File: src/rtl/bit_packer.sv
// Packs variable-length fields (0..15 bits) MSB-first into 32-bit words, with
// flush of partial words and valid/stop flow control on both sides.
module bit_packer (
    input  logic        clock,
    input  logic        reset,
    input  logic        pushin,
    input  logic [3:0]  lenin,
    input  logic [14:0] datain,
    input  logic        flushin,
    input  logic        stopin,
    output logic        stopout,
    output logic        pushout,
    output logic [31:0] dataout,
    output logic [5:0]  lenout
);

    // Handshake: a field/flush is taken when pushin & !stopout; a word leaves
    // when pushout & !stopin. Both are evaluated against registered state.

    logic [46:0] acc;
    logic [46:0] acc_next;
    logic [46:0] acc_base;
    logic [46:0] field_ext;
    logic [5:0]  cnt;
    logic [5:0]  cnt_next;
    logic [5:0]  cnt_base;
    logic [5:0]  field_shift;
    logic [14:0] field_mask;
    logic        fp;
    logic        fp_next;
    logic        accept;
    logic        slot_free;
    logic        move;
    logic        flush_emit;
    logic        flush_empty;

    assign stopout     = (cnt > 6'd32) | fp;
    assign accept      = pushin & ~stopout;
    assign slot_free   = ~pushout | ~stopin;
    assign move        = (cnt >= 6'd32) & slot_free;
    assign flush_emit  = fp & (cnt != 6'd0) & (cnt < 6'd32) & slot_free;
    assign flush_empty = fp & (cnt == 6'd0);

    // Stored bits sit left-justified in acc; bits past cnt are kept zero so a
    // new field can simply be OR-ed in after them.
    always_comb begin
        acc_base = acc;
        cnt_base = cnt;
        if (move) begin
            acc_base = acc << 32;
            cnt_base = cnt - 6'd32;
        end else if (flush_emit) begin
            acc_base = '0;
            cnt_base = '0;
        end

        field_mask  = 15'((16'd1 << lenin) - 16'd1);
        field_ext   = {32'd0, datain & field_mask};
        field_shift = 6'd47 - cnt_base - {2'b00, lenin};

        acc_next = acc_base;
        cnt_next = cnt_base;
        if (accept) begin
            acc_next = acc_base | (field_ext << field_shift);
            cnt_next = cnt_base + {2'b00, lenin};
        end

        fp_next = fp;
        if (accept & flushin) begin
            fp_next = 1'b1;
        end else if (flush_emit | flush_empty) begin
            fp_next = 1'b0;
        end
    end

    always_ff @(posedge clock or negedge reset) begin
        if (!reset) begin
            acc     <= '0;
            cnt     <= '0;
            fp      <= 1'b0;
            pushout <= 1'b0;
            dataout <= '0;
            lenout  <= '0;
        end else begin
            acc <= acc_next;
            cnt <= cnt_next;
            fp  <= fp_next;
            if (move | flush_emit) begin
                pushout <= 1'b1;
                dataout <= acc[46:15];
                lenout  <= move ? 6'd32 : cnt;
            end else if (pushout & ~stopin) begin
                pushout <= 1'b0;
            end
        end
    end

endmodule

File: config.mk
export PLATFORM = sky130hd
export DESIGN_NAME = bit_packer
export DESIGN_NICKNAME = d
export VERILOG_FILES = /design/src/rtl/bit_packer.sv
export SDC_FILE = /design/constraint.sdc
export NUM_CORES = 1
export LEC_CHECK = 0
export BUFFER_PORTS_ARGS = -buffer_cell sky130_fd_sc_hd__buf_2
export CORE_UTILIZATION = 45
export DETAILED_ROUTE_END_ITERATION = 7
export SYNTH_ARGS = -nofsm -noshare
export SYNTH_HDL_FRONTEND = slang
export SYNTH_SLANG_ARGS = --single-unit
File: constraint.sdc
create_clock -name clock -period 6.2 [get_ports clock]
set_input_delay 0.93 -clock clock [delete_from_list [all_inputs] [get_ports clock]]
set_output_delay 0.93 -clock clock [all_outputs]
set_load 0.01 [all_outputs]
==> results of run 1 <==
[flip-flops by register name (all words and copies together), names as in the netlist]
signal,cells
acc,47
dataout,32
fp,1
pushout,1
cnt,6
lenout,6
[Yosys cell counts, types with 3 or more instances]
library cell and count:
a21o_1 4, a21oi_1 17, a22o_1 4, a22oi_1 19, a31oi_1 5, and2_1 10, buf_2 16, clkbuf_1 25
dfrtp_1 93, ha_1 10, inv_1 12, mux2_2 35, mux2i_1 10, nand2_1 65, nand2b_1 8, nand3_1 19
nand4_1 6, nand4b_1 3, nor2_1 31, nor2b_1 5, nor3_1 11, nor3b_1 5, nor4_1 3, nor4b_1 3
nor4bb_1 3, o211ai_1 12, o211ai_2 6, o21a_1 6, o21ai_0 49, o21ai_1 8, o221ai_1 9, o221ai_2 7
o22ai_1 11, o31ai_1 4, or2_2 3, or4_1 3, xnor2_1 5
[power by group]
part / total (mW) / internal (mW) / leakage (nW) / switching, mW
logic: 2.23 / 0.766 / 1.42 / 1.46
registers: 0.911 / 0.799 / 1.25 / 0.113
clock network: 0.543 / 0.320 / 0.142 / 0.223
total: 3.68 / 1.88 / 2.81 / 1.80
[layout make-up]
| class | instances | area [um^2] | share of cell area |
|---|---|---|---|
| multi-input combinational | 441 | 3050 | 0.4861 |
| tap | 168 | 210.2 | 0.03350 |
| clock inverter | 3 | 47.55 | 0.007577 |
| clock buffer | 11 | 242.7 | 0.03868 |
| sequential | 93 | 2327 | 0.3709 |
| inverter | 13 | 48.80 | 0.007777 |
| timing repair buffer | 67 | 347.8 | 0.05543 |
[per-stage QoR]
step,area [um^2],utilization
floorplan,5623,-
global placement,5984,0.4941
detailed placement,5984,0.4941
CTS,6275,0.5181
global route,6275,0.5181
finish,6275,0.5181
[cell families after synthesis]
logic type	after synthesis
adder cells (fa/ha/maj)	11
buffers and inverters	58
XOR/XNOR	7
multiplexers	45
AND/OR/NAND/NOR	192
flip-flops	93
AO/OA/AOI/OAI	186
[worst max path at each step]
| stage | from | to | slack, ns |
|---|---|---|---|
| 2_1_floorplan | stopin | acc[20] | 2.42 |
| 3_3_place_gp | lenin[3] | acc[38] | 1.69 |
| 3_5_place_dp | stopin | acc[44] | 1.52 |
| 4_1_cts | stopin | acc[28] | 1.88 |
| 5_1_grt | stopin | acc[44] | 1.35 |
| 6_report | stopin | acc[28] | 1.81 |
[critical path: cells and delay by family]
family / cells / cell delay, ns
buffers and inverters: 1 / 0.11
xor gates and xnor gates: 1 / 0.23
adders and majority gates: 2 / 0.72
AOI/OAI and AO/OA: 3 / 0.72
and+or+nand+nor: 6 / 1.93
[routing by layer]
metal,up-vias,track usage,routed length [um]
li1,2271,-,-
met1,2368,0.3395,6926
met2,163,0.3654,6749
met3,15,0.04038,836
met4,0,0.06320,202
met5,-,0,0
==> results.md, run 1 <==
* Fin nets at 660
* Slew margin rel. at 0.3473
* Initial Util at 0.4643
* Post-synth EDFFs at 0
* Syn Nets at 627
* Gr ovfl total at 0
* Critical path startpoint category: input pin
* Post-synth ARST share at 1.000
* Post-synth top area share at 0.4139
* Clk_lat worst skew at 0.34 ns
* Commonest non-fill, non-tap cells in the layout: dfrtp_1, nand2_1, buf_2
* Vias in the first global route at 4385
* Synth warnings at 0
* Hold buffer count at cts at 0
* Dominant synthesized flop cell: dfrtp_1
* Die extent in x at 113.8 um
* Reg2reg path depth at 12
* CTS Root Buffer Type: clkbuf_16
* # diodes at 0
* R2r startpoint: fp
* Worst path cell trace: buf_2 > nand2_1 > nand2_2 > and2_1 > ha_1 > xor2_1 > ha_1 > o21ai_0 > o21ai_0 > nor3_1 > and2_1 > nand2_1 > o221ai_1
* Commonest non-fill, non-tap cell in the layout: dfrtp_1
* Worst Path Arrival at between 4 and 5 ns
* Area share of fa/ha/maj cells after synthesis at 0.02581
* Hold Fails Final Rpt at 0
* Syn_area_per_cell at 9.498 um^2
* H-Tree Depth at 3
* Pre-CTS setup slack at 1.522 ns
* Number of max-cap violations at 0
* Flop-to-flop setup slack at 2.00 ns
* Core footprint at 12110 um^2
* Worst hold margin at approximately 0.43 ns
* Yosys cell types at just over 70
* WL/cell at 18.48 um
* Post-route DRC violation count at 0
* Total Wirelength at ~15 mm
* Mux contribution to synthesized area at 0.08789
* CTS tree: built
* Pin count of the biggest net entering global routing at 80
* Fill cells at 1184
* Synth Cell Area at approximately 5600 um^2
* Status: finished clean
* Worst Hold Class: in -> async
* XOR/XNOR Fraction of Synth Area at 0.01335
* CTS max path bufs at 2
* Number of gates resized after CTS at 0
* Synth area leaders: dfrtp_1, mux2_2, o21ai_0, nand2_1, a22oi_1
* Final count of negative-setup-slack endpoints at 0
* Clk sinks at 93
* Postcts setup bufs at 0
* Layout overhead on the synthesized area at 11.59%
* Reg clk slew, reported paths at 0.06 ns
* Max FO, Critical Path at 13
* Initial antenna violation count at 0
* Simple-Gate Fraction of Synth Area at 0.1747
* Iter 0 DRT Violations at 317
* Mapped Cells at 592
* Tot GR Track Use at 0.2352
* Vias per Instance at 6.052
* Compound-gate portion of the synthesized area at 0.2408
* Leakage at 2.812 nW
* Largest family of logic cells by synthesized area: compound AO/OA/AOI/OAI gates
* Port bufs at 63
* CP required at 6.45 ns
* Placed insts at just under 800
* DIE AREA at 12950 um^2
* TritonRoute pass-1 iters at 5
* Post-route setup slack at 1.809 ns
* Detail Route Antenna Nets at 0
* CP max-delay cell: and2_1
* Crit end category: flip-flop
* Ports at 64
* Power Density at 587.3 nW/um^2
* Clock period minus final worst setup slack at between 4 and 5 ns
* Post-synth top area cell: dfrtp_1
* First-pass GRT wire length at 23.45 mm
* Max Slew Vio Count at 0
* Maximum vdd ir drop at 0.0002103 V
* Final HPWL DP at 10.54 mm
* Vias at between 4k and 5k
* # rows at 40
* Layout Skew at roughly 0.0069 ns
* Die height at 113.8 um
* Yosys reg bits at 93
* Sequential-to-total area share from yosys stat at 0.4139
* CTS Buf Count at 9
* Share of post-route cells with drive strength above 1 at 0.2293
* Worst Tran Pin Value at 0.9790 ns
* Crit Path Category: in -> reg
* Fin Setup TNS at 0 ns
* Overall Power at roughly 3.7 mW
* Fmax achieved at 0.2277 GHz
* Finished Layout Cells at 796
* RSZ-0062 raised after global routing: no
* Gpl congestion at about 0.9
* Period utilization at 0.7082
* Reg2reg end: acc[28]
* Max incr delay on CP at between 0.4 and 0.5 ns
No activity file was read; power rests on OpenSTA's default activity.
==> run 2: changes to the inputs <==
Clock period 6.2 ns to 4.1 ns, I/O delays scaled along.
==> run 2 against run 1 <==
Compared with the run above:
- clock skew is 0.0033 ns higher
- critical endpoint is now acc[36]
- power is 61% higher
- critical path depth down 2
- non-clock buffer count is 22 higher
- count of clock-buffer cells in the layout down 1
- register-to-register slack got worse by 1.6 ns
- clock power grew 61%
- global-route usage increased by 1.4 points
- sequential power grew 51%
- worst setup slack got worse by 1.4 ns
- largest power group unchanged
- combinational power is 65% higher
- flip-flop and latch count unchanged
==> results.md, run 2 (synthesis gave the netlist of run 1 again) <==
* Status: finished clean
* Worst Path Arrival at 3.96 ns
* Layout overhead on the synthesized area at 15.31%
* Postcts setup bufs at 0
* Vias at 4859
* Pin count of the biggest net entering global routing at 71
* Vias in the first global route at 4664
* DIE AREA at ~13000 um^2
* Crit Path Category: reg -> reg
* Hold Fails Final Rpt at 0
* Max reg flops at 47
* Number of gates resized after CTS at 0
* Largest regs: acc x47, dataout x32
* Power Density at 912.6 nW/um^2
* Fmax achieved at 0.2704 GHz
* Layout Skew at 0.01014 ns
* Detail Route Antenna Nets at 0
* Post-route DRC violation count at 0
* Fin Setup TNS at 0 ns
* Vias per Instance at 5.940
* RSZ-0062 raised after global routing: no
* Initial Util at 0.4643
* Post-route setup slack at roughly 0.40 ns
* Worst hold margin at 0.3655 ns
* Commonest non-fill, non-tap cells in the layout: dfrtp_1, nand2_1, buf_2
* Gpl congestion at around 0.91
* Fin nets at 682
* # diodes at 0
* H-Tree Depth at 3
* # rows at 40
* Part of the power in combinational logic at 0.620
* WL/cell at 18.66 um
* Core footprint at 12110 um^2
* Clock period minus final worst setup slack at 3.698 ns
* Most flop-heavy register: acc
* Maximum vdd ir drop at 0.0003857 V
* TritonRoute pass-1 iters at 5
* Crit end category: flip-flop
* Psw at between 2 and 3 mW
* Share of post-route cells with drive strength above 1 at 0.2569
* Total Wirelength at 15.26 mm
* Worst Hold Class: in -> async
* Final HPWL DP at 11.05 mm
* Port bufs at 63
* Die height at 113.8 um
* Period utilization at 0.9020
* CTS max path bufs at 2
* Worst Tran Pin Value at about 0.9 ns
* CTS Buf Count at 9
* Iter 0 DRT Violations at between 200 and 300
* Pre-CTS setup slack at between 0.1 and 0.15 ns
* Power share of the clock group at 0.148
* Commonest non-fill, non-tap cell in the layout: dfrtp_1
* Internal power at 3.110 mW
* Tot GR Track Use at 0.2489
* Max Slew Vio Count at 0
* Overall Power at 5.917 mW
* CTS tree: built
* Finished Layout Cells at 818
* Number of max-cap violations at 0
* Initial antenna violation count at 0
* Seq pwr share at 0.233
* Fill cells at 1164
* Clk sinks at slightly above 90
* Final count of negative-setup-slack endpoints at 0
* Slew margin rel. at 0.4001
* Multi-input gate area in the final layout at ~3100 um^2
* First-pass GRT wire length at 24.91 mm
* Critical path startpoint category: flip-flop
* Die extent in x at 113.8 um
* Reg clk slew, reported paths at ~0.060 ns
* Ports at 64
* Max FO, Critical Path at 11
* Switching share of power at 0.4744
* CP required at 4.36 ns
* CTS Root Buffer Type: clkbuf_16
* Leakage at 2.926 nW
* Clk_lat worst skew at 0.35 ns
* Hold buffer count at cts at 0
* Placed insts at 804
* Storage cell area at 2327 um^2
* Gr ovfl total at 0
==> run 2: changes by cell type in the layout (fill, tap and decap cells not counted) <==
cell / previous run / this run
nor3_2: 0 / 1
clkinv_4: 2 / 0
buf_4: 5 / 25
bufinv_16: 1 / 2
clkbuf_8: 1 / 0
clkinvlp_4: 0 / 2
buf_12: 0 / 2
nor3_1: 11 / 10
==> run 2: critical path, cell delays in order (launching register included) <==
cell and delay, ns:
dfrtp_1 0.49, and2b_1 0.27, nand2_2 0.18, and2_1 0.22, ha_1 0.31, buf_4 0.19
nor2b_1 0.28, nand2_1 0.10, nor4b_1 0.39, nor3_2 0.15, or4_1 0.76, o221ai_2 0.27
==> run 2: path summary, 6_finish.rpt <==
check | startpoint | to | slack (ns) | depth (start not counted)
setup / recovery | fp | acc[36] | 0.40 | 11
min in group clock | acc[31] | acc[31] | 0.48 | 2
max in group asynchronous | reset | dataout[2] | 2.86 | 2
hold reg to reg | acc[31] | acc[31] | 0.48 | 2
hold / removal | reset | fp | 0.37 | 1
setup reg to reg | fp | acc[36] | 0.40 | 11
==> run 2: layout make-up <==
class	instances	share of cell area
flip-flops and latches	93	0.3589
clock inverters	4	0.01158
inverters	13	0.007526
clock buffers	10	0.03531
repair buffers	89	0.08298
multi-input cells	441	0.4712
well taps	168	0.03242
==> run 2: per-layer routing <==
layer  part of all wire  GRT usage
met3              0.044    0.04304
met4              0.015    0.07706
met1               0.49     0.3556
met5                  0          0
met2               0.45     0.3854
==> run 2: power groups by stage <==
stage | sequential (mW) | clock, mW | combinational, mW
global placement | 1.38 | 0 | 3.58
CTS | 1.38 | 0.889 | 3.63
global route | 1.41 | 0.926 | 4.01
floorplan | 1.41 | 0 | 2.44
finish | 1.38 | 0.873 | 3.67
detailed placement | 1.39 | 0 | 3.62
==> run 2: metrics by stage <==
stage / area [um^2] / utilization
final: 6484 / 0.5353
after global routing: 6484 / 0.5353
after CTS: 6479 / 0.5349
after detailed placement: 6175 / 0.5098
after global placement: 6175 / 0.5098
after floorplan: 5623 / -
